===== config.mk =====
export PLATFORM = sky130hd
export DESIGN_NAME = abandon_watchdog_flat
export DESIGN_NICKNAME = d
export VERILOG_FILES = /design/src/rtl/abandon_watchdog_if.sv /design/src/rtl/abandon_watchdog.sv /design/src/flat_wrapper.sv
export SDC_FILE = /design/constraint.sdc
export NUM_CORES = 1
export LEC_CHECK = 0
export CAP_MARGIN = 5
export CORE_UTILIZATION = 59
export CTS_BUF_LIST = sky130_fd_sc_hd__clkbuf_16
export DETAILED_ROUTE_END_ITERATION = 16
export PLACE_DENSITY = 0.9
export SYNTH_ARGS = -nofsm -noshare
export SYNTH_HDL_FRONTEND = slang
export SYNTH_SLANG_ARGS = --single-unit

===== constraint.sdc =====
create_clock -name clk -period 8.9 [get_ports clk]
set_input_delay 1.78 -clock clk [delete_from_list [all_inputs] [get_ports clk]]
set_output_delay 1.78 -clock clk [all_outputs]
set_load 0.05 [all_outputs]

===== src/rtl/abandon_watchdog_if.sv =====
// Bundle of control/status signals for abandon_watchdog.
// master: the controlling side (drives en/mode/tag/mask/thresholds/cnt_clr).
// slave:  the watchdog (drives clear, clear_pulse, abandon_cnt, busy).
interface abandon_watchdog_if #(
  parameter int N_CH  = 3,
  parameter int CNT_W = 8
);
  logic              en;
  logic              mode;
  logic [N_CH-1:0]   tag;
  logic [N_CH-1:0]   mask;
  logic [CNT_W-1:0]  abandon;
  logic [CNT_W-1:0]  hold;
  logic              cnt_clr;
  logic              clear;
  logic              clear_pulse;
  logic [CNT_W-1:0]  abandon_cnt;
  logic              busy;

  modport master (
    output en, mode, tag, mask, abandon, hold, cnt_clr,
    input  clear, clear_pulse, abandon_cnt, busy
  );

  modport slave (
    input  en, mode, tag, mask, abandon, hold, cnt_clr,
    output clear, clear_pulse, abandon_cnt, busy
  );
endinterface


===== src/rtl/abandon_watchdog.sv =====
// abandon_watchdog: watches N_CH maskable tag channels and raises `clear`
// once the unmasked tags have disagreed for more than `abandon` cycles
// (consecutive or leaky counting), followed by an optional holdoff.
// Ports:
//   clk    - rising-edge clock
//   rst_n  - synchronous active-low reset
//   bus    - abandon_watchdog_if.slave: en, mode, tag, mask, abandon, hold,
//            cnt_clr in; clear, clear_pulse, abandon_cnt, busy out
module abandon_watchdog #(
  parameter int N_CH  = 3,
  parameter int CNT_W = 8
) (
  input  logic               clk,
  input  logic               rst_n,
  abandon_watchdog_if.slave  bus
);
  localparam int CW1 = CNT_W + 1;

  typedef enum logic [1:0] {IDLE, COUNT, ABANDON, HOLDOFF} state_t;

  state_t           state, state_d;
  logic [CNT_W:0]   cnt, cnt_d;          // one bit wider so abandon = all-ones is reachable
  logic [CNT_W-1:0] hcnt, hcnt_d;
  logic [CNT_W:0]   cnt_inc, cnt_dec, thr;
  logic [N_CH-1:0]  live;
  logic             disagree;

  logic             clear_q, pulse_q, busy_q;
  logic             clear_d, pulse_d, busy_d;
  logic [CNT_W-1:0] evt_q, evt_d;

  assign live     = ~bus.mask;
  assign disagree = (|(bus.tag & live)) && (|(~bus.tag & live));
  assign cnt_inc  = (cnt == '1) ? cnt : cnt + CW1'(1);
  assign cnt_dec  = cnt - CW1'(1);
  assign thr      = {1'b0, bus.abandon};

  // State register
  always_ff @(posedge clk) begin
    if (!rst_n) begin
      state   <= IDLE;
      cnt     <= '0;
      hcnt    <= '0;
      clear_q <= 1'b0;
      pulse_q <= 1'b0;
      busy_q  <= 1'b0;
      evt_q   <= '0;
    end else begin
      state   <= state_d;
      cnt     <= cnt_d;
      hcnt    <= hcnt_d;
      clear_q <= clear_d;
      pulse_q <= pulse_d;
      busy_q  <= busy_d;
      evt_q   <= evt_d;
    end
  end

  // Next-state and counter logic
  always_comb begin
    state_d = state;
    cnt_d   = cnt;
    hcnt_d  = hcnt;
    if (!bus.en) begin
      state_d = IDLE;
      cnt_d   = '0;
      hcnt_d  = '0;
    end else begin
      case (state)
        IDLE: begin
          if (disagree) begin
            cnt_d   = cnt_inc;
            state_d = (cnt_inc > thr) ? ABANDON : COUNT;
          end
        end
        COUNT: begin
          if (disagree) begin
            cnt_d = cnt_inc;
            if (cnt_inc > thr) state_d = ABANDON;
          end else if (!bus.mode) begin
            cnt_d   = '0;
            state_d = IDLE;
          end else begin
            cnt_d = cnt_dec;
            if (cnt_dec == '0) state_d = IDLE;
          end
        end
        ABANDON: begin
          if (!disagree) begin
            cnt_d = '0;
            if (bus.hold != '0) begin
              state_d = HOLDOFF;
              hcnt_d  = CNT_W'(1);
            end else begin
              state_d = IDLE;
            end
          end
        end
        HOLDOFF: begin
          // >= keeps a live reduction of `hold` from stranding the counter
          if (hcnt >= bus.hold) begin
            state_d = IDLE;
            hcnt_d  = '0;
          end else begin
            hcnt_d = hcnt + CNT_W'(1);
          end
        end
        default: begin
          state_d = IDLE;
          cnt_d   = '0;
          hcnt_d  = '0;
        end
      endcase
    end
  end

  // Registered-output next values, decoded from the next state
  always_comb begin
    clear_d = (state_d == ABANDON);
    pulse_d = (state_d == ABANDON) && (state != ABANDON);
    busy_d  = (state_d != IDLE);
    evt_d   = evt_q;
    if (bus.cnt_clr)
      evt_d = pulse_d ? CNT_W'(1) : '0;
    else if (pulse_d && (evt_q != '1))
      evt_d = evt_q + CNT_W'(1);
  end

  assign bus.clear       = clear_q;
  assign bus.clear_pulse = pulse_q;
  assign bus.busy        = busy_q;
  assign bus.abandon_cnt = evt_q;
endmodule


===== src/flat_wrapper.sv =====
// flat-port wrapper written by rule: the top's interface ports become plain ports
module abandon_watchdog_flat 
#(
  parameter int N_CH  = 3,
  parameter int CNT_W = 8
)
  (clk, rst_n, bus_en, bus_mode, bus_tag, bus_mask, bus_abandon, bus_hold, bus_cnt_clr, bus_clear, bus_clear_pulse, bus_abandon_cnt, bus_busy);
  abandon_watchdog_if #(.N_CH(N_CH), .CNT_W(CNT_W)) bus_i ();
  input  logic clk;
  input  logic rst_n;
  input wire logic [$bits(bus_i.en)-1:0] bus_en;
  input wire logic [$bits(bus_i.mode)-1:0] bus_mode;
  input wire logic [$bits(bus_i.tag)-1:0] bus_tag;
  input wire logic [$bits(bus_i.mask)-1:0] bus_mask;
  input wire logic [$bits(bus_i.abandon)-1:0] bus_abandon;
  input wire logic [$bits(bus_i.hold)-1:0] bus_hold;
  input wire logic [$bits(bus_i.cnt_clr)-1:0] bus_cnt_clr;
  output wire logic [$bits(bus_i.clear)-1:0] bus_clear;
  output wire logic [$bits(bus_i.clear_pulse)-1:0] bus_clear_pulse;
  output wire logic [$bits(bus_i.abandon_cnt)-1:0] bus_abandon_cnt;
  output wire logic [$bits(bus_i.busy)-1:0] bus_busy;
  assign bus_i.en = bus_en;
  assign bus_i.mode = bus_mode;
  assign bus_i.tag = bus_tag;
  assign bus_i.mask = bus_mask;
  assign bus_i.abandon = bus_abandon;
  assign bus_i.hold = bus_hold;
  assign bus_i.cnt_clr = bus_cnt_clr;
  assign bus_clear = bus_i.clear;
  assign bus_clear_pulse = bus_i.clear_pulse;
  assign bus_abandon_cnt = bus_i.abandon_cnt;
  assign bus_busy = bus_i.busy;
  abandon_watchdog #(.N_CH(N_CH), .CNT_W(CNT_W)) u_core (.clk(clk), .rst_n(rst_n), .bus(bus_i));
endmodule

==> metrics.yaml, run 1 <==
outcome:
  status: "completed"
placed_design:
  hpwlAfterDp_um: 4866
  place.port_buffers: 37
  place.gp.congestion: 0.8947
sta:
  hold_viol: 0
  drv_slew: 0
  tightest_slew_ps: 554.7
  fin_crit_sh_pct: 47.88
  fmax_mhz: 234.7
  skew_ps: 3.372
  fin_tns_setup_ps: 0
  relSlewSlack_pct: 62.97
  rsz0062_at_grt: "no"
  setup_viol: 0
  finalCriticalPeriod_ps: 4261
detailed_routing:
  routed_wirelength_um: 6579
  viasPerCell: 6.189
  wire_per_inst_um: 15.52
  ant_nets: 0
  drt_iter0_drc: 203
  dr.pass1.iters: 5
  remaining_drc_errors: 0
  vias: 2624
cts:
  post_cts_buffers: 0
  cts.clk_slew.worst_paths_ps: 50
  clock_latency_ps: 280
  cts_resized: 0
  cts_tree: "yes"
  clockBufferDepth: 2
  hold_buffers: 0
  numCtsBuffers: 5
  clock-sinks: 30
  htreeDepth: 2
  cts_root_buffer: "clkbuf_16"
floorplan:
  die_area_um2: 4714
  die_h_um: 68.66
  rows: 23
  die_x_um: 68.66
  core_area_um2: 4144
  initial_core_util_pct: 63.25
  ios: 38
global_routing:
  antenna_found_initial: 0
  track_usage_pct: 31.06
  grt_pass1_vias: 2544
  overflow: 0
  grt_pass1_wl_um: 10960
  grt_max_degree: 16
synth:
  synth-seq-area-share_pct: 22.91
  synth-seq-cells: 30
  yosys_warnings: 0
  synth_edf_count: 0
  syn-num-nets: 395
  synth_flop_cell: "dfxtp_1"
  synthDistinctLibCells: 63
  syn_inst: 343
  synth_area_um2: 2621
  avgSynthCellArea_um2: 7.642
  ys_async_sr_fraction_pct: 0
cells_and_area:
  nets: 425
  multi_input_area_um2: 1831
  drive_gt1_share_pct: 5.615
  area_growth_pct: 19.09
  final.fill_count: 305
  diodes: 0
  final-seq-area_um2: 600.6
power:
  power_density_nw_per_um2: 132.3
  finalPower_mw: 0.4129
  irDropWorstVdd_mv: 0.1502
  p_leak_nw: 1.209
worst_setup_path:
  cp.arrival_ps: 4470
  path_class: "in -> reg"
  end_kind: "flop"
  start_kind: "input pin"
  crit_path_max_fanout: 15
  cp.required_ps: 9110
flow_run:
  cap_viol_max_count: 0
min_path:
  hp-class: "reg -> reg"
state kept, by name, summed over array words and instances, names as in the netlist:
| signal | flops |
|---|---|
| u_core.state | 2 |
| u_core.hcnt | 8 |
| u_core.bus.clear | 1 |
| u_core.cnt | 9 |
| u_core.bus.abandon_cnt | 8 |
| u_core.bus.busy | 1 |
| u_core.bus.clear_pulse | 1 |
cell type report:
cell class / instances / share of cell area [%]
clock buffer: 5 / 4.008
clock inverter: 3 / 0.5210
inverter: 29 / 3.487
multi-input combinational: 269 / 58.64
sequential: 30 / 19.24
tap: 50 / 2.004
timing repair buffer: 38 / 12.10
cells in the final DEF, fill, tap and decap left out, drive strengths merged, types with 2 or more instances in the layout:
cell / instances
and2: 5
nor4: 5
clkbuf: 5
nor3b: 2
and4: 2
or3: 11
o311ai: 3
clkinv: 2
o221ai: 3
nand4: 9
nor2: 30
o21ai: 15
a22oi: 4
clkdlybuf4s50: 37
dfxtp: 30
nand3: 12
ha: 25
xnor2: 8
inv: 29
xor2: 6
nor2b: 5
nor3: 10
o21a: 2
a21oi: 25
nand2: 39
o211ai: 4
a211oi: 8
a2111oi: 2
a21o: 3
or4: 3
o31ai: 6
or2: 2
worst max-delay path: stages:
cell,delay (ps)
clkdlybuf4s50_1,450
inv_1,40
ha_1,310
nand4_1,160
o221ai_1,230
o21ai_0,160
and2_1,190
a311oi_2,330
o211ai_4,220
or4_1,450
a21oi_1,150
path summary, 6_finish.rpt:
| check | from | to | slack (ps) | depth (start not counted) |
|---|---|---|---|---|
| max | bus_abandon[6] | u_core.bus.abandon_cnt[6]$_SDFFE_PN0P_ | 4640 | 11 |
| min | u_core.bus.abandon_cnt[1]$_SDFFE_PN0P_ | u_core.bus.abandon_cnt[1]$_SDFFE_PN0P_ | 500 | 2 |
| max reg2reg | u_core.cnt[0]$_SDFFE_PN0P_ | u_core.bus.abandon_cnt[6]$_SDFFE_PN0P_ | 4750 | 14 |
| min reg2reg | u_core.bus.abandon_cnt[1]$_SDFFE_PN0P_ | u_core.bus.abandon_cnt[1]$_SDFFE_PN0P_ | 500 | 2 |
metal layers:
layer | part of all wire [%] | up-vias | global-route usage (%)
li1 | - | 1308 | -
met1 | 42 | 1182 | 36.99
met2 | 48 | 111 | 53.80
met3 | 7.2 | 23 | 7.730
met4 | 2.2 | 0 | 10.68
met5 | 0 | - | 0
per-stage QoR:
step	utilization (%)	instance area, um2	hold WS (ps)	worst slack, ps	std cells
floorplan	-	2621	474.7	5056	343
global placement	71.92	2980	492.7	4407	416
detailed placement	71.92	2980	499.2	4388	416
CTS	75.33	3122	501.2	4655	424
global route	75.33	3122	542.9	4404	424
finish	75.33	3122	496.1	4639	424
kinds of logic after synthesis:
| family | Yosys count | synth area share (%) |
|---|---|---|
| compound gates | 90 | 25.01 |
| xor+xnor | 14 | 4.678 |
| fa+ha+maj | 25 | 11.93 |
| buf+inv | 44 | 7.255 |
| flops | 30 | 22.91 |
| mux | 1 | 0.3819 |
| simple gates | 139 | 27.83 |
Yosys cell counts, drive strengths merged (5+ instances only):
| master | count | share of area (%) |
|---|---|---|
| nand2 | 39 | 5.6 |
| nor4 | 5 | 2.0 |
| a21oi | 25 | 4.8 |
| xor2 | 6 | 2.0 |
| nand3 | 12 | 2.3 |
| nor3 | 10 | 1.9 |
| and2 | 5 | 1.2 |
| nor2b | 5 | 1.2 |
| ha | 25 | 12 |
| dfxtp | 30 | 23 |
| a211oi | 8 | 2.3 |
| nand4 | 9 | 2.1 |
| or3 | 11 | 2.8 |
| o21ai | 15 | 2.9 |
| xnor2 | 8 | 2.7 |
| buf | 9 | 2.2 |
| nor2 | 30 | 4.4 |
| inv | 29 | 4.2 |
| clkbuf | 6 | 0.86 |
| o31ai | 6 | 1.7 |
power by group:
| group | internal [mW] | switching (mW) |
|---|---|---|
| clock network | 0.102 | 0.0578 |
| registers | 0.138 | 0.00664 |
| logic | 0.0435 | 0.0648 |
| total | 0.284 | 0.129 |
Note: power is estimated with default switching activity, not from simulation.
==> run 2: changes to the inputs <==
Settings changed: CORE_UTILIZATION 59 to 50, PLACE_DENSITY 0.9 to 0.81.
Clock period 8.9 ns to 3.45 ns, I/O delays scaled along.
==> run 2 against run 1 <==
Effect of this change: the run now ends with setup timing left; via count grew 8.2%; count of clock-buffer cells in the layout is the same; flip-flop and latch count stayed put; critical path depth increased by 3; total power grew to 2.7 times the previous value; sequential power grew to 2.5 times the previous value; non-clock buffer count grew 25; first-iteration DRC count increased by 0.49%; combinational power rose to 3.0 times the previous value; hold slack improved by 14 ps; cell count is 10% higher; critical path type is now reg -> reg; critical endpoint unchanged.
==> metrics.yaml, run 2 (synthesis results as in run 1) <==
cts:
  hold_buffers: 0  # unchanged
  numCtsBuffers: 5  # unchanged
  cts_root_buffer: "clkbuf_16"
  clock_latency_ps: 270  # about the same
  clock-sinks: 30  # unchanged
  htreeDepth: 2  # unchanged
  cts_tree: "yes"
  cts.clk_slew.worst_paths_ps: 50  # about the same
  clockBufferDepth: 2  # unchanged
worst_setup_path:
  end_kind: "flop"
  cp_slowest_stage_delay_ps: 430  # -20 ps
  start_kind: "flop"
  cp-startpoint: "u_core.cnt[0]$_SDFFE_PN0P_"
  cp.arrival_ps: 3660  # -810 ps
  slowest_stage: "or4_1"
  path_delay_family: "simple AND/OR/NAND/NOR gates"
  rr_startpoint: "u_core.cnt[0]$_SDFFE_PN0P_"
  cp.required_ps: 3650  # -5460 ps
  path_cells: "ha_4 > nand3_2 > or3_4 > nor3b_4 > xor2_2 > ha_1 > nand4_1 > o221ai_2 > o21ai_2 > and2_4 > a311oi_4 > o211ai_4 > or4_1 > a21oi_1"
  path_class: "reg -> reg"
  cp_num_buf_inv: 0  # -2
  crit_path_max_fanout: 7  # -8
placed_design:
  place_area_um2: 3167  # +6.3%
  dpl.cell_count: 455  # +9.4%
  hpwlAfterDp_um: 5563  # +14%
  preCtsSetupSlack_ps: -117.7  # -4505 ps
  place.port_buffers: 37  # unchanged
  place.gp.congestion: 1.002  # +12%
floorplan:
  ios: 38  # unchanged
  die_area_um2: 5536  # +17%
  core_area_um2: 4880  # +18%
  initial_core_util_pct: 53.72  # -9.5 points
  rows: 25  # +8.7%
  die_x_um: 74.41  # +8.4%
  die_h_um: 74.41  # +8.4%
min_path:
  hp-class: "reg -> reg"
  hold_start: "u_core.bus.abandon_cnt[1]$_SDFFE_PN0P_"
detailed_routing:
  viasPerCell: 6.079  # -1.8%
  dr.pass1.iters: 5  # unchanged
  wire_per_inst_um: 16.17  # +4.2%
  drt_iter0_drc: 204  # +0.49%
  vias: 2839  # +8.2%
  routed_wirelength_um: 7550  # +15%
  remaining_drc_errors: 0  # unchanged
  ant_nets: 0  # unchanged
power:
  p_leak_nw: 1.345  # +11%
  irDropWorstVdd_mv: 0.3596  # +140%
  finalPower_mw: 1.100  # +170%
  power_density_nw_per_um2: 318.9  # +140%
sta:
  setup_viol: 1  # +1
  rsz0062_at_grt: "yes"
  skew_ps: 5.626  # +2.254 ps
  finalWorstSetupSlack_ps: -4.627  # -4644 ps
  hold_ws_ps: 509.7  # +13.58 ps
  fmax_mhz: 289.5
  drv_slew: 0  # unchanged
  tightest_slew_ps: 655.5  # +100.7 ps
  finalCriticalPeriod_ps: 3455
  relSlewSlack_pct: 55.84  # -7.1 points
  fin_crit_sh_pct: 100.1
  hold_viol: 0  # unchanged
global_routing:
  track_usage_pct: 27.71  # -3.4 points
  antenna_found_initial: 0  # unchanged
  grt_max_degree: 15  # -1
  grt_pass1_wl_um: 11770  # +7.4%
  overflow: 0  # unchanged
  grt_pass1_vias: 2655  # +4.4%
cells_and_area:
  final_common_cell: "nand2_1"
  drive_gt1_share_pct: 16.00  # +10 points
  nets: 451  # +6.1%
  final_area_um2: 3448  # +10%
  largest_reg_flops: 9  # unchanged
  area_growth_pct: 31.55
  final_cell_mix: "nand2_1, clkdlybuf4s50_1, inv_1"
  diodes: 0  # unchanged
  top_register: "u_core.cnt"
  fin_cells: 467  # +10%
outcome:
  status: "complete, but fails checks"
  violations: "setup timing"
flow_run:
  cap_viol_max_count: 0  # unchanged
## run 2: changes by cell type in the layout (fill, tap and decap cells not counted), sizes merged
cell    change
o211ai      +1
buf        +25
## run 2: worst register-to-register path, cell delays in order (launching register included)
cell,delay [ps]
dfxtp_2,350
ha_4,150
nand3_2,90
or3_4,370
nor3b_4,170
xor2_2,160
ha_1,320
nand4_1,160
o221ai_2,220
o21ai_2,90
and2_4,160
a311oi_4,380
o211ai_4,190
or4_1,430
a21oi_1,150
## run 2: final cells by class
class	instances	area [um2]
clock buffers	5	125.1
clock inverters	3	16.27
fillers	406	1431
inverters	29	108.9
multi-input cells	270	1946
flip-flops and latches	30	603.1
well taps	67	83.83
repair buffers	63	565.5
## run 2: per-stage QoR
stage                     util [%]  setup TNS, ps
after CTS                    68.44              0
after detailed placement     64.90         -345.8
after global placement       64.90         -38.71
after global routing         70.67         -415.9
final                        70.67         -4.627
after floorplan                  -              0
## run 2: repair_timing
action	4_1_cts	5_1_grt
buffers inserted	0	3
pin swaps	2	7
setup endpoints to repair	7	9
resized for setup	4	17
cloned	1	0
## run 2: worst paths after layout
path	end	slack, ps	cells past startpoint
min	u_core.bus.abandon_cnt[1]$_SDFFE_PN0P_	510	2
max	u_core.bus.abandon_cnt[6]$_SDFFE_PN0P_	-5	14
min reg2reg	u_core.bus.abandon_cnt[1]$_SDFFE_PN0P_	510	2
max reg2reg	u_core.bus.abandon_cnt[6]$_SDFFE_PN0P_	-5	14
## run 2: power by group
group	internal, mW	switching [mW]	total [mW]
registers	0.357	0.0115	0.369
logic	0.131	0.193	0.324
clock network	0.262	0.144	0.407
total	0.751	0.349	1.10
## run 2: per-layer routing
| layer | share of wire [%] | track usage (%) | wire length [um] |
|---|---|---|---|
| met5 | 0 | 0 | 0 |
| met4 | 2.0 | 6.918 | 149 |
| met3 | 6.9 | 5.691 | 519 |
| met2 | 50 | 50.95 | 3788 |
| met1 | 41 | 32.62 | 3092 |
